[src/rtl/deserializer.sv]
// Receive-side deserializer: gathers PHIT_NUMBER MSB-first phits into one flit,
// strobes it into the receive FIFO, and records flits dropped because the FIFO was full.
module deserializer #(
    parameter int INPUT_SIZE  = 4,
    parameter int OUTPUT_SIZE = 32,
    parameter int COUNT_W     = 3
) (
    input  logic                   clk,
    input  logic                   reset,
    input  logic [INPUT_SIZE-1:0]  phit_in,
    input  logic                   phit_valid,
    input  logic                   fifo_full,
    input  logic                   clear_overflow,
    output logic [OUTPUT_SIZE-1:0] flit_out,
    output logic                   write_fifo,
    output logic                   deserializer_idle,
    output logic [COUNT_W-1:0]     phit_count,
    output logic                   overflow
);

    localparam int PHIT_NUMBER = OUTPUT_SIZE / INPUT_SIZE;
    localparam logic [COUNT_W-1:0] LAST_PHIT = COUNT_W'(PHIT_NUMBER - 1);

    typedef enum logic [1:0] {
        IDLE,
        RECEIVING,
        DONE
    } state_t;

    state_t                 state_q, state_d;
    logic [OUTPUT_SIZE-1:0] shift_q, shift_d;
    logic [OUTPUT_SIZE-1:0] flit_q, flit_d;
    logic [COUNT_W-1:0]     count_q, count_d;
    logic                   overflow_q, overflow_d;
    logic [OUTPUT_SIZE-1:0] shifted;

    assign shifted = {shift_q[OUTPUT_SIZE-INPUT_SIZE-1:0], phit_in};

    always_ff @(posedge clk or posedge reset) begin
        if (reset) begin
            state_q    <= IDLE;
            shift_q    <= '0;
            flit_q     <= '0;
            count_q    <= '0;
            overflow_q <= 1'b0;
        end else begin
            state_q    <= state_d;
            shift_q    <= shift_d;
            flit_q     <= flit_d;
            count_q    <= count_d;
            overflow_q <= overflow_d;
        end
    end

    always_comb begin
        state_d    = state_q;
        shift_d    = shift_q;
        flit_d     = flit_q;
        count_d    = count_q;
        overflow_d = overflow_q;

        if (clear_overflow) begin
            overflow_d = 1'b0;
        end

        case (state_q)
            IDLE: begin
                if (phit_valid) begin
                    shift_d = {{(OUTPUT_SIZE-INPUT_SIZE){1'b0}}, phit_in};
                    count_d = COUNT_W'(1);
                    state_d = RECEIVING;
                end
            end
            RECEIVING: begin
                if (phit_valid) begin
                    shift_d = shifted;
                    if (count_q == LAST_PHIT) begin
                        flit_d  = shifted;
                        count_d = '0;
                        state_d = DONE;
                    end else begin
                        count_d = count_q + 1'b1;
                    end
                end
            end
            DONE: begin
                // A drop sets the flag even when a clear arrives in the same cycle
                if (fifo_full) begin
                    overflow_d = 1'b1;
                end
                if (phit_valid) begin
                    shift_d = {{(OUTPUT_SIZE-INPUT_SIZE){1'b0}}, phit_in};
                    count_d = COUNT_W'(1);
                    state_d = RECEIVING;
                end else begin
                    state_d = IDLE;
                end
            end
            default: begin
                state_d = IDLE;
            end
        endcase
    end

    assign flit_out          = flit_q;
    assign write_fifo        = (state_q == DONE) && !fifo_full;
    assign deserializer_idle = (state_q == IDLE);
    assign phit_count        = count_q;
    assign overflow          = overflow_q;

endmodule

[config.mk]
export PLATFORM = sky130hd
export DESIGN_NAME = deserializer
export DESIGN_NICKNAME = d
export VERILOG_FILES = /design/src/rtl/deserializer.sv
export SDC_FILE = /design/constraint.sdc
export NUM_CORES = 1
export LEC_CHECK = 0
export BUFFER_PORTS_ARGS = -buffer_cell sky130_fd_sc_hd__buf_4
export CORE_MARGIN = 2
export CORE_UTILIZATION = 55
export DETAILED_ROUTE_END_ITERATION = 10
export PLACE_DENSITY = 0.77
export SYNTH_ARGS = -nofsm -noshare
export SYNTH_HDL_FRONTEND = slang
export SYNTH_SLANG_ARGS = --single-unit
[constraint.sdc]
create_clock -name clk -period 1.9 [get_ports clk]
set_input_delay 0.095 -clock clk [delete_from_list [all_inputs] [get_ports clk]]
set_output_delay 0.095 -clock clk [all_outputs]
set_load 0.03 [all_outputs]
==> run metrics, run 1 <==
post-synthesis simple-gate area fraction=0.0674; gp weighted congestion=0.806; worst hold-check path type=input pin to flip-flop; most frequent cells in the layout=dfrtp_1 (66), buf_4 (50), mux2_4 (29); total power=5780 uW; port buffer count=46; DP HPWL=3360 microns; Die Area=5500 sq um; average instance area after synthesis=15.5 sq um; ys flop type=dfrtp_1; initial antenna violation count=0; post-CTS sizing=0; floorplan row count=25; Synth area leaders=dfrtp_1 (61%), mux2_4 (16%), a22o_1 (6.8%); CP peak stage delay=0.41 ns; Critical Path Sink=flit_out[29]; area share of fa/ha/maj cells after synthesis=0.00924; met3 WL post-DR=213 microns; 1st-pass router iterations=4; share of layout cells above drive strength 1=0.443; nets=241; Num CTS Buffers=9; crit path launch=phit_count[0]; Internal Power=3810 uW; area delta synth->final=26.4%; top cell type by total area after synthesis=dfrtp_1; Hold WS=0.0158 ns; DRC=0; Slowest cell on crit path=dfrtp_1; critical-path cell list=ha_1 -> ha_1 -> nand4b_4 -> buf_12 -> mux2_2; skew final=0.00980 ns; FF+latch count, synth=66; Final Hold Fails=0; max cap viols=0; worst-case reg-to-reg path depth=5; root buffer cell=clkbuf_8; CP dominant cell by count=ha_1; Syn Std Cell Area=2710 sq um; final core utilization=0.725; Crit path depth=5; via count=1626; H-tree levels=3; CP Capture Type=flip-flop; M1 WL=2330 microns; f_max=605 MHz; Seq pwr share=0.405; Post-synth EDFFs=0; Pwr per Cell Area=1690 nW/um^2; DR WL/cell=16.8 microns; clock share of power=0.237; core area=4720 sq um; I/O pin count=47; Fin Setup TNS=0 ns; mux share of post-synthesis cell area=0.194; post-route ant nets=0; Worst setup SP type=flip-flop; CP arrival=1.87 ns; vias in the first global route=1712; sequential share of the synthesized area=0.610; first-pass GRT wire length=8580 microns; post-synthesis compound-gate area fraction=0.0818; final setup vio count=0; initial core utilization=0.574; Slew Viols, Final=0; gr usage total=0.213; grt ovf=0; Net Switching=1980 uW; Lkg Pwr=0.00177 uW; Top delay family on crit path=adder cells; XOR/XNOR share of the synthesized area=0; Max VDD drop=1060 uV; FF-to-FF End=flit_out[29]; crit path time final=1.65 ns; clock buffer depth=2; uppermost layer routed=met4; buffers plus inverters on the worst setup path=1; clock-pin slew on the worst setup and hold paths=0.06 ns; Syn Inst Count=175; combinational share of power=0.359; status=complete, no violations; data required time of the critical path=2.12 ns; transition time of the tightest slew-check pin=0.779 ns; Die Ht=74.2 microns; synth warn=0; Clk Latency, worst-skew pair=0.34 ns; FF-to-FF Start=phit_count[0]; clk sinks=66; Synth top area share=0.610; largest family of logic cells by synthesized area=multiplexers; CTS tree=built; Worst Path Class, Setup=flip-flop to flip-flop; leading cell type in the layout, fill and taps excluded=dfrtp_1; Mapped Nets=186; Area after DPL=3140 sq um; Worst Path Max Fanout=18; Synth cell types=25; met2 wire length=2480 microns; Post-synth ARST share=1.00; unrepaired setup endpoints after global routing=no; drt via density=5.38; final instance area=3420 sq um; Total Wirelength=5070 microns; ANT cells=0; Final Cycle Share=0.870; Die W=74.2 microns; largest net degree at the start of global routing=40; internal reg-to-reg setup slack=0.25 ns; Slew headroom=0.480; drt first-iter violations=132; Sw Ratio=0.342
worst min path at each step:
stage                    from          end  cells past startpoint
4_1_cts            phit_in[3]  flit_out[3]                      2
5_1_grt            phit_in[3]  flit_out[3]                      2
6_report           phit_in[3]  flit_out[3]                      2
3_5_place_dp            reset  flit_out[4]                      2
3_3_place_gp            reset  flit_out[4]                      2
2_1_floorplan  clear_overflow     overflow                      1
cells by family (layout without fill, tap and decap cells):
group | Yosys count | after routing
flops | 66 | 66
mux | 37 | 37
compound gates | 26 | 26
simple gates | 26 | 26
buf+inv | 18 | 78
fa+ha+maj | 2 | 2
sequential cells by signal (all words and copies together) (netlist names):
| register | cells |
|---|---|
| shift_q | 28 |
| overflow | 1 |
| state_q | 2 |
| flit_out | 32 |
| phit_count | 3 |
per-stage QoR:
step	cells	setup WS (ns)
after floorplan	175	0.150
after global placement	281	0.289
after detailed placement	281	0.238
after CTS	302	0.235
after global routing	302	0.165
final	302	0.246
metal layers:
metal,vias up,GRT usage
met5,-,0
met4,0,0.0909
met3,4,0.0596
met2,42,0.334
met1,835,0.282
li1,745,-
Yosys cell counts (2+ instances only):
master and instances:
dfrtp_1 66, mux2_4 29, a22o_1 21, nand3_1 10
buf_2 7, mux2_2 6, nand2b_1 6, nand4b_1 5
inv_1 4, buf_6 3, clkbuf_1 2, ha_1 2
mux2_1 2
area by class of cell:
type	count	area (sq um)
fillers	296	1300
repair buffers	58	485
inverters	4	15.0
well taps	67	83.8
multi-input cells	91	955
clock inverters	5	103
flip-flops and latches	66	1650
clock buffers	11	131
timing repair:
action                    in CTS  in global routing
hold buffers                   5                  0
hold endpoints to repair      33                  0
buffers inserted               0                  0
power groups by stage:
stage	Combinational [uW]	Clock, uW	Sequential [uW]
2_1_floorplan	863	0	2820
3_3_place_gp	2030	0	2310
3_5_place_dp	2080	0	2360
4_1_cts	2100	1390	2340
5_1_grt	2220	1450	2410
6_report	2070	1370	2340
(Power assumes the default switching activity.)
==> run 2, diff against run 1 <==
Settings changed: CORE_UTILIZATION 55 to 57, PLACE_DENSITY 0.77 to 0.79.
Clock period 1.9 ns to 2.1 ns, I/O delays scaled along.
==> run 2 against run 1 <==
  * Clock skew is 0.0030 ns lower
  * Combinational power is 12% lower
  * Setup slack better by 0.082 ns
  * Critical endpoint is now shift_q[13]
  * Core utilization is 1.7 points lower
  * Register-to-register slack better by 0.08 ns
  * Wire length is 4.8% lower
  * Total power is 14% lower
  * Sequential power is 8.5% lower
  * Design area is 3.6% lower
  * Clock power is 27% lower
  * Sequential cell count stayed put
==> run metrics, run 2 (synthesis gave the netlist of run 1 again) <==
status=complete, no violations; DRC=0; share of layout cells above drive strength 1=0.435; Slew Viols, Final=0; number of flip-flops in the largest register=32; initial antenna violation count=0; first-pass GRT wire length=8060 microns; via count=1615; Internal Power=3210 uW; CTS tree=built; Max VDD drop=1010 uV; Worst setup SP type=flip-flop; crit path time final=1.77 ns; clock-pin slew on the worst setup and hold paths=0.07 ns; gp weighted congestion=0.851; transition time of the tightest slew-check pin=0.745 ns; skew final=0.00676 ns; Sw Ratio=0.354; leading cell type in the layout, fill and taps excluded=dfrtp_1; Worst Path Class, Setup=flip-flop to flip-flop; grt ovf=0; CP arrival=2.03 ns; clock buffer depth=2; core area=4660 sq um; root buffer cell=clkbuf_8; nets=237; total power=4970 uW; vias in the first global route=1623; clk sinks=66; Slew headroom=0.504; Fin Setup TNS=0 ns; data required time of the critical path=2.36 ns; Lkg Pwr=0.00173 uW; Slowest cell on crit path=and3b_1; max cap viols=0; ANT cells=0; Seq pwr share=0.430; worst hold-check path type=input pin to flip-flop; DP HPWL=3270 microns; Worst Path Max Fanout=21; drt via density=5.69; Clk Latency, worst-skew pair=0.33 ns; Die Area=5320 sq um; I/O pin count=47; CP peak stage delay=0.73 ns; largest net degree at the start of global routing=34; critical-path cell list=and3b_1 -> a22o_1; initial core utilization=0.581; drt first-iter violations=87; H-tree levels=3; f_max=564 MHz; gr usage total=0.206; CP Capture Type=flip-flop; Die Ht=72.9 microns; most frequent cells in the layout=dfrtp_1 (66), buf_4 (49), mux2_4 (29); combinational share of power=0.368; unrepaired setup endpoints after global routing=no; Total Wirelength=4830 microns; Net Switching=1760 uW; area delta synth->final=21.9%; final setup vio count=0; Final Hold Fails=0; Num CTS Buffers=9; 1st-pass router iterations=4; floorplan row count=25; clock share of power=0.202; DR WL/cell=17.0 microns; port buffer count=46; post-route ant nets=0; postcts setup bufs=0; Die W=72.9 microns; Final Cycle Share=0.844; Pwr per Cell Area=1500 nW/um^2
-- run 2: cell types whose count changed in the layout (fill, tap and decap cells not counted) --
cell,previous run,this run
buf_4,50,49
clkbuf_8,9,10
dlygate4sd3_1,5,4
clkinv_2,1,2
buf_12,3,1
clkinvlp_4,1,0
bufinv_16,3,1
-- run 2: final timing paths --
| kind | endpoint | cells after the start | slack [ns] | start |
|---|---|---|---|---|
| hold / removal | flit_out[1] | 2 | 0.02 | phit_in[1] |
| setup / recovery | shift_q[13] | 2 | 0.33 | state_q[0] |
| hold reg to reg | flit_out[29] | 1 | 0.51 | flit_out[29] |
| min in group asynchronous | flit_out[3] | 3 | 0.33 | reset |
| setup reg to reg | shift_q[13] | 2 | 0.33 | state_q[0] |
| max in group asynchronous | flit_out[23] | 4 | 1.10 | reset |
-- run 2: worst max-delay path, delay by kind of cell (launching register included) --
kind               cells  cell delay, ns
AOI/OAI and AO/OA      1            0.28
DFF                    1            0.69
and+or+nand+nor        1            0.73
-- run 2: power by group through the flow --
stage / Sequential [uW] / Clock [uW] / Combinational [uW]
6_report: 2140 / 1000 / 1830
2_1_floorplan: 2550 / 0 / 781
3_3_place_gp: 2110 / 0 / 1800
4_1_cts: 2140 / 1020 / 1850
3_5_place_dp: 2150 / 0 / 1840
5_1_grt: 2210 / 1060 / 1940
-- run 2: area by class of cell --
cell class / count / area, sq um
inverter: 4 / 15.0
fill: 283 / 1360
sequential: 66 / 1650
tap: 54 / 67.6
clock buffer: 12 / 145
multi-input combinational: 91 / 955
clock inverter: 3 / 40.0
timing repair buffer: 54 / 428
-- run 2: timing repair --
| item | 4_1_cts | 5_1_grt |
|---|---|---|
| gates resized for setup | 0 | 0 |
| hold buffers | 4 | 0 |
| hold endpoints to repair | 26 | 0 |
-- run 2: routing by layer --
layer,GRT usage,vias to the layer above,wire length (microns)
met5,0,-,0
met4,0.123,0,127
met3,0.0456,15,168
met2,0.309,42,2370
met1,0.275,824,2170
li1,-,734,-
-- run 2: metrics by stage --
| stage | instance area, sq um | instances | utilization | hold WS, ns | setup slack, ns |
|---|---|---|---|---|---|
| global route | 3300 | 284 | 0.708 | 0.0105 | 0.231 |
| global placement | 3080 | 265 | 0.660 | 0.139 | 0.397 |
| floorplan | 2710 | 175 | - | 0.201 | 0.340 |
| detailed placement | 3080 | 265 | 0.660 | 0.149 | 0.331 |
| CTS | 3300 | 284 | 0.708 | 0.00503 | 0.325 |
| finish | 3300 | 284 | 0.708 | 0.0181 | 0.329 |
==> run 3, diff against run 2 <==
Settings changed: CORE_UTILIZATION 57 to 55, PLACE_DENSITY 0.79 to 0.77.
Clock period 2.1 ns to 1.7 ns, I/O delays scaled along.
==> run 3 against run 2 <==
  * Wire length up 5.0%
  * Total power rose by 20%
  * Via count grew 1.6%
  * Critical path type unchanged
==> run metrics, run 3 (synthesis gave the netlist of run 1 again) <==
initial antenna violation count=0; drt first-iter violations=144; share of layout cells above drive strength 1=0.447; DRC=0; skew final=0.00499 ns; Pwr per Cell Area=1780 nW/um^2; f_max=602 MHz; area delta synth->final=24.3%; largest net degree at the start of global routing=33; DP HPWL=3350 microns; total power=5980 uW; Final Non-Filler Cells=302; transition time of the tightest slew-check pin=0.761 ns; root buffer cell=clkbuf_8; vias in the first global route=1631; gp weighted congestion=0.785; placed cells=282; Slew headroom=0.493; unrepaired setup endpoints after global routing=no; floorplan row count=25; final setup vio count=0; Total Wirelength=5070 microns; Worst Path Max Fanout=16; I/O pin count=47; initial core utilization=0.574; first-pass GRT wire length=8280 microns; post-route ant nets=0; CP arrival=1.88 ns; Slew Viols, Final=0; Final Cycle Share=0.977; clock buffer depth=2; Worst setup SP type=flip-flop; Worst Path Class, Setup=flip-flop to flip-flop; port buffer count=46; gr usage total=0.211; clock-pin slew on the worst setup and hold paths=0.06 ns; worst hold-check path type=input pin to flip-flop; number of flip-flops in the largest register=32; CP Capture Type=flip-flop; leading cell type in the layout, fill and taps excluded=dfrtp_1; Lkg Pwr=0.00174 uW; Die Area=5500 sq um; ANT cells=0; Num CTS Buffers=9; core area=4720 sq um; CTS tree=built; Die Ht=74.2 microns; 1st-pass router iterations=4; status=complete, no violations; DR WL/cell=16.8 microns; Max VDD drop=1100 uV; clk sinks=66; grt ovf=0; final core utilization=0.713; drt via density=5.43; most frequent cells in the layout=dfrtp_1 (63), buf_4 (51), mux2_4 (29); data required time of the critical path=1.92 ns; via count=1641; Die W=74.2 microns; crit path time final=1.66 ns; nets=244; max cap viols=0; Final Hold Fails=0; Fin Setup TNS=0 ns; H-tree levels=3; Clk Latency, worst-skew pair=0.34 ns
==> run 3: path summary, 6_finish.rpt <==
| path | depth (start not counted) | startpoint | slack, ns | to |
|---|---|---|---|---|
| worst max-delay path | 5 | phit_count[0] | 0.04 | flit_out[7] |
| max in group asynchronous | 4 | reset | 0.81 | phit_count[1] |
| min in group asynchronous | 3 | reset | 0.33 | shift_q[16] |
| worst max register to register | 5 | phit_count[0] | 0.04 | flit_out[7] |
| worst min-delay path | 3 | phit_valid | 0.13 | shift_q[25] |
| worst min register to register | 1 | flit_out[9] | 0.51 | flit_out[9] |
==> run 3: area by class of cell <==
class                   count  area (sq um)
clock buffers              12           135
flip-flops and latches     66          1660
well taps                  67          83.8
multi-input cells          91           957
repair buffers             61           513
fillers                   334          1360
clock inverters             1          5.00
inverters                   4          18.8
==> run 3: stage by stage <==
stage,setup slack (ns),area (sq um),hold WS (ns)
6_report,0.0388,3370,0.125
5_1_grt,0.0000164,3370,0.128
4_1_cts,0.0473,3370,0.109
3_5_place_dp,0.0199,3150,0.143
3_3_place_gp,0.0783,3150,0.141
2_1_floorplan,0.0388,2720,0.181
==> run 3: timing repair <==
| item | CTS | global route |
|---|---|---|
| gates resized for setup | 1 | 1 |
| hold endpoints to repair | 29 | 0 |
| setup endpoints to repair | 6 | 1 |
| hold buffers | 7 | 0 |
| buffers inserted | 0 | 0 |
==> run 3: critical path, cell delays in order, from the launching register on <==
cell	delay, ns
dfrtp_2	0.43
ha_1	0.22
ha_2	0.22
nand4b_4	0.16
buf_12	0.20
mux2_4	0.32
==> run 3: where the power goes <==
part           switching [uW]  internal, uW  total, uW  leakage [uW]
clock network             525           504       1030     0.0000722
registers                 473          2150       2630      0.000852
logic                    1180          1140       2320      0.000816
==> run 3: layer usage <==
metal | up-vias | wire length [microns] | GRT usage
met5 | - | 0 | 0
met4 | 0 | 125 | 0.133
met3 | 11 | 224 | 0.0447
met2 | 50 | 2420 | 0.305
met1 | 831 | 2300 | 0.293
li1 | 749 | - | -
